`src/rtl/hazard_ctrl.sv`:
```
// hazard_ctrl: register scoreboard with RAW/capacity stall and taken-branch flush sequencing
module hazard_ctrl #(
  parameter int NREGS        = 32,
  parameter int CNT_W        = 2,
  parameter int FLUSH_CYCLES = 2
) (
  input  logic       clk,
  input  logic       resetn_i,
  input  logic [4:0] ID_rs1_addr_i,
  input  logic [4:0] ID_rs2_addr_i,
  input  logic       ID_rs1_used_i,
  input  logic       ID_rs2_used_i,
  input  logic [4:0] ID_rd_addr_i,
  input  logic       ID_rd_write_i,
  input  logic       ID_EX_give_i,
  input  logic       EX_ID_get_i,
  input  logic       EX_MEM_give_i,
  input  logic       MEM_EX_get_i,
  input  logic       branch_taken_i,
  input  logic       WB_retire_i,
  input  logic [4:0] WB_rd_addr_i,
  output logic       stall_o,
  output logic       flush_o,
  output logic [5:0] inflight_o,
  output logic       err_o
);
  localparam logic [CNT_W-1:0] CMAX = '1;
  typedef enum logic {RUN, FLUSH} state_t;
  state_t           state;
  logic [3:0]       fcnt;
  logic [CNT_W-1:0] cnt [NREGS];
  logic             commit, raw, full, issue, rd_ok, wb_ok, same, wb_zero, inc_e, dec_e;
  logic [NREGS-1:0] inc_v, dec_v;
  logic [5:0]       infl_nx;
  assign commit  = EX_MEM_give_i & MEM_EX_get_i & branch_taken_i;
  assign raw     = (ID_rs1_used_i && ID_rs1_addr_i != 5'd0 && cnt[ID_rs1_addr_i] != '0) ||
                   (ID_rs2_used_i && ID_rs2_addr_i != 5'd0 && cnt[ID_rs2_addr_i] != '0);
  assign full    = ID_rd_write_i && ID_rd_addr_i != 5'd0 && cnt[ID_rd_addr_i] == CMAX;
  assign stall_o = raw | full | commit | (state == FLUSH);
  assign issue   = ID_EX_give_i & EX_ID_get_i & ~stall_o;
  assign rd_ok   = issue & ID_rd_write_i & (ID_rd_addr_i != 5'd0);
  assign wb_ok   = WB_retire_i & (WB_rd_addr_i != 5'd0);
  // A same-register issue and retire cancel out and leave the count untouched
  assign same    = rd_ok & wb_ok & (ID_rd_addr_i == WB_rd_addr_i);
  assign wb_zero = cnt[WB_rd_addr_i] == '0;
  assign inc_e   = rd_ok & ~same;
  assign dec_e   = wb_ok & ~same & ~wb_zero;
  // Decode per-register increment/decrement strobes and the next in-flight total
  always_comb begin
    inc_v = '0;
    dec_v = '0;
    if (inc_e) inc_v[ID_rd_addr_i] = 1'b1;
    if (dec_e) dec_v[WB_rd_addr_i] = 1'b1;
    infl_nx = (inc_e & ~dec_e) ? ((inflight_o == 6'd63) ? inflight_o : inflight_o + 6'd1) :
              (dec_e & ~inc_e & inflight_o != 6'd0) ? inflight_o - 6'd1 : inflight_o;
  end
  // Scoreboard counters, in-flight total and sticky underflow error
  always_ff @(posedge clk or negedge resetn_i) begin
    if (!resetn_i) begin
      for (int i = 0; i < NREGS; i++) cnt[i] <= '0;
      inflight_o <= '0;
      err_o      <= 1'b0;
    end else begin
      for (int i = 0; i < NREGS; i++)
        if (inc_v[i]) cnt[i] <= cnt[i] + 1'b1;
        else if (dec_v[i]) cnt[i] <= cnt[i] - 1'b1;
      inflight_o <= infl_nx;
      if (wb_ok & ~same & wb_zero) err_o <= 1'b1;
    end
  end
  // Flush sequencer: a taken branch holds flush_o high for FLUSH_CYCLES cycles
  always_ff @(posedge clk or negedge resetn_i) begin
    if (!resetn_i) begin
      state   <= RUN;
      fcnt    <= '0;
      flush_o <= 1'b0;
    end else begin
      case (state)
        RUN: if (commit) begin
          state   <= FLUSH;
          fcnt    <= 4'(FLUSH_CYCLES - 1);
          flush_o <= 1'b1;
        end
        FLUSH: if (fcnt == 4'd0) begin
          state   <= RUN;
          flush_o <= 1'b0;
        end else fcnt <= fcnt - 4'd1;
        default: state <= RUN;
      endcase
    end
  end
endmodule

```
`config.mk`:
```
export PLATFORM = sky130hd
export DESIGN_NAME = hazard_ctrl
export DESIGN_NICKNAME = d
export VERILOG_FILES = /design/src/rtl/hazard_ctrl.sv
export SDC_FILE = /design/constraint.sdc
export NUM_CORES = 1
export LEC_CHECK = 0
export CORE_MARGIN = 5
export CORE_UTILIZATION = 46
export CTS_BUF_LIST = sky130_fd_sc_hd__clkbuf_16
export CTS_CLUSTER_DIAMETER = 150
export CTS_CLUSTER_SIZE = 8
export DETAILED_ROUTE_END_ITERATION = 6
export PLACE_DENSITY = 0.67
export SETUP_SLACK_MARGIN = 0.5
export SLEW_MARGIN = 15
export SYNTH_ARGS = -nofsm -noshare
export SYNTH_HDL_FRONTEND = slang
export SYNTH_SLANG_ARGS = --single-unit
```
`constraint.sdc`:
```
create_clock -name clk -period 3.6 [get_ports clk]
set_input_delay 0.72 -clock clk [delete_from_list [all_inputs] [get_ports clk]]
set_output_delay 0.72 -clock clk [all_outputs]
set_load 0.005 [all_outputs]
```
==> results.py, run 1 <==
metrics = {
    "status": {
        "status": "complete, but fails checks",
        "violations": "negative setup slack",
    },
    "cts": {
        "max-clock-path-buffers": 2,
        "cts.hold.buffers_added": 0,
        "cts_num_sinks": 77,
        "cts_root_buffer": "clkbuf_16",
        "ctsHtreeMaxLevel": 3,
        "clk_latency_ns": 0.35,
        "clk_pin_slew_ns": 0.06,
        "cts_buffers": 9,
        "cts_tree": "yes",
    },
    "sta": {
        "skew_ns": 0.00874,
        "hold_violations": 0,
        "timing.hold.ws_ns": 0.247,
        "fin_crit_sh_pct": 101,
        "timing.fmax_mhz": 276,
        "setup_slack_ns": -0.0260,
        "slew_headroom_pct": 53.0,
        "finalSetupViolCount": 3,
        "final_max_slew_viol_count": 0,
        "rsz0062_at_grt": "true",
        "tightest_slew_ns": 0.703,
        "period_needed_ns": 3.63,
        "setup_tns_ns": -0.0753,
    },
    "global_routing": {
        "grt_pass1_wl_um": 39300,
        "grt_overflow": 0,
        "grtUsageTotal_pct": 32.2,
        "grt_max_degree": 78,
        "grt_pass1_vias": 6913,
        "antenna_found_initial": 0,
    },
    "drt": {
        "wl_per_cell_um": 24.2,
        "ant_nets": 0,
        "drc_errors": 0,
        "wirelength_um": 25600,
        "drt-pass1-iter-count": 6,
        "drt-initial-drc-count": 1076,
        "viasPerCell": 6.65,
        "vias": 7037,
    },
    "die": {
        "start_util_pct": 46.6,
        "dieArea_mm2": 0.0157,
        "io_pins": 40,
        "rows": 42,
        "fp.dieW_um": 125,
        "chipHeight_um": 125,
        "core_mm2": 0.0131,
    },
    "yosys": {
        "synthFlopType": "dfrtp_1",
        "synth_enable_flop_cells": 0,
        "yosys_warnings": 0,
        "ys_seq_area_share_pct": 31.5,
        "synth_fp_nets": 744,
        "synthArstFlopShare_pct": 100,
        "synth_area_leader_cell": "dfrtp_1",
        "synthCells": 706,
        "synth_area_leaders": "dfrtp_1 31%, mux4_2 4.4%, nor3_1 4.2%, mux2i_1 3.8%, nor2_1 3.2%",
        "yosysMostFrequentCell": "dfrtp_1",
        "yosys-top-cells-count": "77 x dfrtp_1, 53 x nor2_1, 51 x nor3_1",
        "yosys.cell_types.count": 72,
        "syn_avg_cell_area_um2": 8.68,
        "yosysTopAreaCellShare_pct": 31.5,
        "ys_seq_elements": 77,
        "syn_area_mm2": 0.00612,
    },
    "finish": {
        "nets": 916,
        "layout-drive-gt1-share_pct": 34.7,
        "final_area_mm2": 0.00876,
        "antenna_cells": 0,
        "syn2layout_area_growth_pct": 43.0,
    },
    "critical_path": {
        "path_cells": "buf_12 > buf_12 > nor3_1 > a2111oi_0 > nor4_2 > a31oi_1 > a211o_4 > nor2_4 > o211ai_1 > buf_4 > buf_4 > fa_2 > a21o_1 > a21oi_2 > xnor2_1 > mux2_2",
        "cp-end-kind": "register",
        "startpoint_type": "input port",
        "cpPeakStageDelay_ns": 0.39,
        "r2r-start": "cnt[52]$_DFFE_PN0P_",
        "path_class": "input port to register",
        "crit_buf_inv": 4,
        "reg2reg_depth": 14,
        "required_ns": 3.84,
        "crit_fanout": 6,
        "critPathTopFamily": "compound AO/OA/AOI/OAI gates",
        "arrival_ns": 3.86,
        "slowest_stage": "a211o_4",
        "r2r-end": "inflight_o[5]$_DFFE_PN0P_",
        "r2r_slack_ns": 0.03,
    },
    "placed_design": {
        "port_buffers": 39,
        "dp_hpwl_um": 17900,
        "gp_congestion": 1.04,
        "placed_area_mm2": 0.00755,
    },
    "pwr": {
        "p_leak_nw": 3.67,
        "powerDensity_mw_per_mm2": 511,
        "worst_ir_drop_vdd_mv": 0.479,
    },
    "run": {
        "drv_cap": 0,
    },
    "hold_path": {
        "hold_path_class": "input port to async pin",
    },
}
[worst reg2reg max path, stage by stage (launching register included)]
cell and delay, ns:
dfrtp_1 0.55, nor2_1 0.10, mux4_2 0.47, a211o_1 0.38, o22ai_4 0.20, o21ai_2 0.08, o211ai_1 0.40, ha_1 0.33
a21o_1 0.18, a21oi_2 0.14, o21bai_1 0.10, a21oi_2 0.21, o211ai_1 0.12, o31ai_1 0.08, a22oi_1 0.09
[placed cells by master (no fill, tap or decap), types with 6 or more instances in the layout]
master             n
nor3_1            41
buf_2              6
or4_4              7
dfrtp_1           72
a41oi_1           13
a22o_1            17
nand2b_1           8
nor3_2             9
nor2_1            51
clkbuf_16          9
o21ai_0           21
mux4_2            12
dlygate4sd2_1      8
buf_4            147
nand4_1            9
a32o_1             6
buf_6             16
or3_1             20
nand3_1           14
nor4_1             6
o21ai_1           14
nand2_1           22
o22ai_1           28
clkdlybuf4s50_1   18
o21bai_1           7
buf_12             8
nor2b_1            6
inv_1             29
mux2i_1           23
a21o_1            15
a21oi_1           19
nand2_2            6
a211oi_1          10
xor2_1            13
xnor2_1           17
nand3b_1           7
[worst max-delay path by stage]
| stage | end | cells after the start | slack, ns | start |
|---|---|---|---|---|
| final | inflight_o[4]$_DFFE_PN0P_ | 16 | -0.03 | ID_rs1_addr_i[1] |
| after floorplan | inflight_o[5]$_DFFE_PN0P_ | 17 | -0.21 | ID_rd_addr_i[0] |
| after detailed placement | inflight_o[5]$_DFFE_PN0P_ | 16 | -0.74 | ID_rs1_addr_i[1] |
| after CTS | inflight_o[5]$_DFFE_PN0P_ | 17 | 0.09 | ID_rs1_addr_i[1] |
| after global placement | inflight_o[5]$_DFFE_PN0P_ | 16 | -0.61 | ID_rs1_addr_i[1] |
| after global routing | inflight_o[5]$_DFFE_PN0P_ | 17 | -0.14 | ID_rs1_addr_i[1] |
[layout make-up]
cell class              instances  area, um2
clock buffers                   9        225
clock inverters                 6        103
fillers                      1088       4380
inverters                      32        123
multi-input cells             544       4220
flip-flops and latches         77       1930
well taps                     176        220
repair buffers                214       1940
[power by group]
| group | total (mW) | switching [mW] | internal, mW |
|---|---|---|---|
| clock | 1.04 | 0.370 | 0.667 |
| combinational | 1.75 | 0.805 | 0.940 |
| sequential | 1.70 | 0.543 | 1.15 |
[metrics by stage]
stage,utilization (%),setup slack (ns),total power [mW],cells
final,66.7,-0.0260,4.48,1058
after global routing,66.7,-0.142,4.71,1058
after CTS,64.9,0.0924,4.36,1050
after detailed placement,57.5,-0.737,3.16,996
after global placement,57.5,-0.609,3.11,996
after floorplan,-,-0.209,2.44,706
[cell families after synthesis]
kind of cell / after synthesis / synth area share [%]
adders and majority gates: 7 / 1.55
xor gates and xnor gates: 31 / 4.43
muxes: 40 / 9.09
AOI/OAI and AO/OA: 211 / 24.8
and+or+nand+nor: 252 / 22.4
DFF: 77 / 31.5
buffers and inverters: 88 / 6.29
[routing by layer]
metal | global-route usage [%] | part of all wire (%) | routed length (um) | up-vias
li1 | - | - | - | 3038
met1 | 43.0 | 39 | 10100 | 3438
met2 | 48.5 | 45 | 11400 | 469
met3 | 8.57 | 11 | 2810 | 92
met4 | 16.1 | 5.0 | 1290 | 0
met5 | 0 | 0 | 0 | -
[registers in the layout, indices dropped and copies added, names as in the netlist]
register and flops:
cnt 64, inflight_o 6, fcnt 4, err_o 1, flush_o 1, state 1
[timing repair]
action	CTS	global route
setup buffers	31	7
pin swaps	47	24
gates cloned	8	0
setup endpoints to repair	70	70
gates resized for setup	117	41
Power figures use the tool's default switching activity.
==> run 2: changes to the inputs <==
ABC_CLOCK_PERIOD_IN_PS = 4000   (was default)
PLACE_DENSITY = 0.65   (was 0.67)
clock period = 4 ns   (was 3.6 ns; I/O delays follow)
==> results.py, run 2 (synthesis results as in run 1) <==
metrics = {
    "status": {
        "status": "completed",
    },
    "critical_path": {
        "crit_path_end": "inflight_o[5]$_DFFE_PN0P_",
        "r2r-end": "inflight_o[5]$_DFFE_PN0P_",
        "startpoint": "ID_rs1_addr_i[4]",
        "path_cells": "dlygate4sd2_1 > or4_1 > o21ai_1 > a41o_1 > nor3_2 > a211o_4 > nor2_4 > o211ai_1 > ha_1 > a21o_1 > a21oi_2 > o21bai_1 > a21oi_2 > or3_1 > a22oi_1",
        "crit_fanout": 4,
        "cpPeakStageDelay_ns": 0.51,
        "required_ns": 4.27,
        "startpoint_type": "input port",
        "path_class": "input port to register",
        "critPathMostFrequentCell": "a21oi_2",
        "slowest_stage": "or4_1",
        "r2r_slack_ns": 0.45,
        "cp-end-kind": "register",
        "arrival_ns": 3.85,
        "r2r-start": "cnt[59]$_DFFE_PN0P_",
        "reg2reg_depth": 14,
    },
    "placed_design": {
        "port_buffers": 39,
        "gp_congestion": 1.00,
        "dp_slack_ns": -0.353,
        "dp_hpwl_um": 17200,
    },
    "drt": {
        "drt-pass1-iter-count": 5,
        "vias": 6582,
        "wl_per_cell_um": 23.1,
        "ant_nets": 0,
        "viasPerCell": 6.44,
        "wirelength_um": 23600,
        "drt-initial-drc-count": 975,
        "drc_errors": 0,
    },
    "sta": {
        "final_max_slew_viol_count": 0,
        "period_needed_ns": 3.58,
        "hold_violations": 0,
        "tightest_slew_ns": 1.06,
        "slew_headroom_pct": 29.5,
        "skew_ns": 0.00566,
        "rsz0062_at_grt": "true",
        "setup_slack_ns": 0.421,
        "fin_crit_sh_pct": 89.5,
        "timing.fmax_mhz": 279,
        "finalSetupViolCount": 0,
    },
    "cts": {
        "max-clock-path-buffers": 2,
        "cts.hold.buffers_added": 0,
        "cts_num_sinks": 77,
        "clk_pin_slew_ns": 0.06,
        "ctsHtreeMaxLevel": 3,
        "clk_latency_ns": 0.35,
        "cts_tree": "yes",
        "cts_buffers": 9,
        "cts_root_buffer": "clkbuf_16",
    },
    "die": {
        "core_mm2": 0.0131,
        "fp.dieW_um": 125,
        "chipHeight_um": 125,
        "rows": 42,
        "dieArea_mm2": 0.0157,
        "io_pins": 40,
        "start_util_pct": 46.6,
    },
    "finish": {
        "fillers": 1139,
        "largest_register_ffs": 64,
        "reg_top3": "cnt x64, inflight_o x6, fcnt x4",
        "multi_input_area_mm2": 0.00409,
        "syn2layout_area_growth_pct": 33.5,
        "antenna_cells": 0,
        "nets": 879,
        "largest_register": "cnt",
        "seqCellArea_mm2": 0.00193,
        "final_cell_mix": "124 x buf_4, 76 x dfrtp_1, 51 x nor2_1, 48 x nor3_1, 33 x o21ai_0",
        "final_common_cell": "buf_4",
        "layout-drive-gt1-share_pct": 28.5,
    },
    "global_routing": {
        "grt_pass1_vias": 6477,
        "grt_max_degree": 78,
        "grtUsageTotal_pct": 29.8,
        "grt_overflow": 0,
        "antenna_found_initial": 0,
        "grt_pass1_wl_um": 36600,
    },
    "hold_path": {
        "hold_path_class": "register to register",
    },
    "run": {
        "drv_cap": 0,
    },
    "pwr": {
        "p_total_mw": 3.85,
        "powerDensity_mw_per_mm2": 470,
        "p_leak_nw": 3.41,
        "worst_ir_drop_vdd_mv": 0.394,
    },
}
-- run 2: cell types whose count changed in the layout (fill, tap and decap cells not counted), moves of 6 or more --
| cell | delta |
|---|---|
| buf_4 | -23 |
| nor3_1 | +7 |
| nor3_2 | -6 |
| o21ai_0 | +12 |
| o21ai_1 | -10 |
| or4_1 | +7 |
| or4_4 | -7 |
-- run 2: how the worst min path moves through the flow --
stage                            from                 to  slack, ns  cells past startpoint
detailed placement  err_o$_DFFE_PN0P_  err_o$_DFFE_PN0P_       0.45                      1
floorplan           err_o$_DFFE_PN0P_  err_o$_DFFE_PN0P_       0.45                      1
global placement    err_o$_DFFE_PN0P_  err_o$_DFFE_PN0P_       0.44                      1
global route        err_o$_DFFE_PN0P_  err_o$_DFFE_PN0P_       0.49                      1
finish              err_o$_DFFE_PN0P_  err_o$_DFFE_PN0P_       0.45                      1
CTS                 err_o$_DFFE_PN0P_  err_o$_DFFE_PN0P_       0.46                      1
-- run 2: layout make-up --
cell class | instances | share of cell area (%)
Tap cell | 176 | 2.69
Sequential cell | 77 | 23.6
Multi-Input combinational cell | 541 | 50.0
Inverter | 32 | 1.53
Clock buffer | 9 | 2.75
Timing Repair Buffer | 180 | 18.5
Clock inverter | 7 | 0.994
-- run 2: report_power, final --
group	internal, mW	switching, mW	leakage, nW
Combinational	0.787	0.684	2.41
Clock	0.537	0.329	0.155
Sequential	1.04	0.475	0.844
-- run 2: metrics by stage --
step	util, %	hold WS (ns)	TNS (ns)	instances	area, um2
floorplan	-	0.451	0	706	6230
global placement	56.3	0.439	-1.03	977	7400
detailed placement	56.3	0.446	-1.29	977	7400
CTS	61.3	0.459	0	1014	8050
global route	62.3	0.490	0	1022	8180
finish	62.3	0.453	0	1022	8180
-- run 2: what timing repair did --
| action | CTS | global route |
|---|---|---|
| cloned | 1 | 0 |
| endpoints found under the setup margin | 15 | 15 |
| pin swaps | 33 | 29 |
| buffers inserted | 20 | 8 |
| gates resized for setup | 83 | 26 |
-- run 2: worst max-delay path, delay by kind of cell --
family,cells,cell delay [ns]
AOI/OAI and AO/OA,9,1.44
adders and majority gates,1,0.33
and+or+nand+nor,4,1.05
buffers and inverters,1,0.24
-- run 2: layer usage --
layer  global-route usage (%)  vias up  routed length, um
met5                        0        -                  0
met4                     10.8        0                804
met3                     7.63       59               2110
met2                     46.3      341              10700
met1                     40.5     3213               9980
li1                         -     2969                  -
==> run 3: changes to the inputs <==
--- a/config.mk
+++ b/config.mk
@@ -8,10 +8,9 @@
 export ABC_CLOCK_PERIOD_IN_PS = 4000
 export CORE_MARGIN = 5
-export CORE_UTILIZATION = 46
+export CORE_UTILIZATION = 35
 export CTS_BUF_LIST = sky130_fd_sc_hd__clkbuf_16
 export CTS_CLUSTER_DIAMETER = 150
-export CTS_CLUSTER_SIZE = 8
 export DETAILED_ROUTE_END_ITERATION = 6
-export PLACE_DENSITY = 0.65
+export PLACE_DENSITY = 0.52
 export SETUP_SLACK_MARGIN = 0.5
 export SLEW_MARGIN = 15
==> constraint.sdc (replaced) <==
create_clock -name clk -period 4 [get_ports clk]
set_input_delay 0.8 -clock clk [delete_from_list [all_inputs] [get_ports clk]]
set_output_delay 0.8 -clock clk [all_outputs]
set_load 0.01 [all_outputs]
==> results.py, run 3 (synthesis results as in run 1) <==
metrics = {
    "finish": {
        "nets": 890,
        "final_common_cell": "buf_4",
        "fillers": 1599,
        "final_cells": 1082,
        "final_area_mm2": 0.00854,
        "syn2layout_area_growth_pct": 39.5,
        "antenna_cells": 0,
        "largest_register": "cnt",
        "layout-drive-gt1-share_pct": 32.7,
        "fin_util_pct": 49.6,
        "reg_top3": "cnt x64, inflight_o x6, fcnt x4",
        "final_cell_mix": "131 x buf_4, 76 x dfrtp_1, 50 x nor2_1, 41 x nor3_1, 33 x o21ai_0",
        "largest_register_ffs": 64,
    },
    "critical_path": {
        "cp-end-kind": "register",
        "cpPeakStageDelay_ns": 0.51,
        "slowest_stage": "mux4_2",
        "crit_fanout": 4,
        "path_class": "input port to register",
        "required_ns": 4.23,
        "path_cells": "buf_6 > buf_6 > inv_4 > mux4_2 > a211o_1 > o22ai_4 > o21ai_2 > o211ai_1 > ha_1 > a21o_1 > a21oi_2 > o21bai_1 > a21oi_2 > o211ai_1 > o31ai_1 > a22oi_1",
        "startpoint_type": "input port",
        "arrival_ns": 3.89,
    },
    "pwr": {
        "p_total_mw": 4.01,
        "p_sw_share_pct": 39.3,
        "switching_power_mw": 1.58,
        "pwr-share-clk_pct": 21.7,
        "p_leak_nw": 3.56,
        "powerDensity_mw_per_mm2": 469,
        "p_int_mw": 2.43,
        "worst_ir_drop_vdd_mv": 0.401,
        "comb_power_share_pct": 40.1,
        "power_frac_seq_pct": 38.2,
    },
    "sta": {
        "fin_crit_sh_pct": 91.5,
        "final_max_slew_viol_count": 0,
        "rsz0062_at_grt": "true",
        "hold_violations": 0,
        "period_needed_ns": 3.66,
        "slew_headroom_pct": 44.2,
        "tightest_slew_ns": 0.836,
        "finalSetupViolCount": 0,
        "timing.fmax_mhz": 273,
        "skew_ns": 0.00942,
    },
    "die": {
        "start_util_pct": 35.5,
        "dieArea_mm2": 0.0202,
        "chipHeight_um": 142,
        "core_mm2": 0.0172,
        "io_pins": 40,
        "rows": 48,
        "fp.dieW_um": 142,
    },
    "placed_design": {
        "placed_area_mm2": 0.00749,
        "dp_hpwl_um": 18400,
        "port_buffers": 39,
        "dpl.cell_count": 1028,
        "gp_congestion": 0.961,
    },
    "drt": {
        "drc_errors": 0,
        "viasPerCell": 6.24,
        "wl_per_cell_um": 23.6,
        "vias": 6755,
        "drt-pass1-iter-count": 6,
        "ant_nets": 0,
        "wirelength_um": 25500,
        "drt-initial-drc-count": 656,
    },
    "cts": {
        "cts_tree": "yes",
        "cts_buffers": 9,
        "cts_num_sinks": 77,
        "max-clock-path-buffers": 2,
        "clk_pin_slew_ns": 0.06,
        "ctsHtreeMaxLevel": 3,
        "cts_root_buffer": "clkbuf_16",
        "clk_latency_ns": 0.35,
    },
    "status": {
        "status": "completed",
    },
    "global_routing": {
        "antenna_found_initial": 0,
        "grtUsageTotal_pct": 24.9,
        "grt_max_degree": 61,
        "grt_overflow": 0,
        "grt_pass1_wl_um": 38600,
        "grt_pass1_vias": 6693,
    },
    "hold_path": {
        "hold_path_class": "register to register",
    },
    "run": {
        "drv_cap": 0,
    },
}
-- run 3: power by group through the flow --
stage	clock network, mW	registers, mW	logic, mW
floorplan	0	1.28	0.926
global placement	0	1.48	1.33
detailed placement	0	1.49	1.37
CTS	0.894	1.49	1.48
global route	0.931	1.56	1.74
finish	0.871	1.53	1.61
-- run 3: layer usage --
layer	wire [um]	part of all wire [%]	track usage, %	vias up
met5	0	0	0	-
met4	744	2.9	8.23	0
met3	2350	9.2	4.77	58
met2	11600	46	39.4	357
met1	10800	42	34.4	3360
li1	-	-	-	2980
-- run 3: final cells by class --
cell class                 count  area, um2  share of cell area (%)
clock buffer                   9        225                    2.64
clock inverter                 7       81.3                   0.952
inverter                      32        125                    1.46
multi-input combinational    541       4250                    49.7
sequential                    77       1930                    22.6
tap                          225        282                    3.29
timing repair buffer         191       1660                    19.4
-- run 3: critical path: cells and delay by family --
kind                     cells  cell delay [ns]
adder cells (fa/ha/maj)      1             0.31
AO/OA/AOI/OAI               11             2.01
multiplexers                 1             0.51
buffers and inverters        3             0.26
-- run 3: path summary, 6_finish.rpt --
check	to	slack (ns)	start	cells after the start
min in group asynchronous	cnt[60]$_DFFE_PN0P_	0.54	resetn_i	1
min reg2reg	err_o$_DFFE_PN0P_	0.47	err_o$_DFFE_PN0P_	1
max reg2reg	inflight_o[5]$_DFFE_PN0P_	0.43	cnt[52]$_DFFE_PN0P_	14
max in group asynchronous	cnt[42]$_DFFE_PN0P_	2.72	resetn_i	2
max	inflight_o[5]$_DFFE_PN0P_	0.34	WB_rd_addr_i[1]	16
min	err_o$_DFFE_PN0P_	0.47	err_o$_DFFE_PN0P_	1
-- run 3: metrics by stage --
stage | setup WS, ns | setup TNS, ns | hold slack [ns]
detailed placement | -0.484 | -1.99 | 0.453
CTS | 0.375 | 0 | 0.470
global placement | -0.355 | -1.51 | 0.445
global route | 0.182 | 0 | 0.508
finish | 0.339 | 0 | 0.473
floorplan | 0.111 | 0 | 0.469
-- run 3: what timing repair did --
item | CTS | global route
hold endpoints to repair | 0 | 0
pin swaps | 33 | 45
cloned | 2 | 1
endpoints found under the setup margin | 21 | 6
buffers inserted | 23 | 12
hold buffers | 0 | 0
resized for setup | 97 | 71
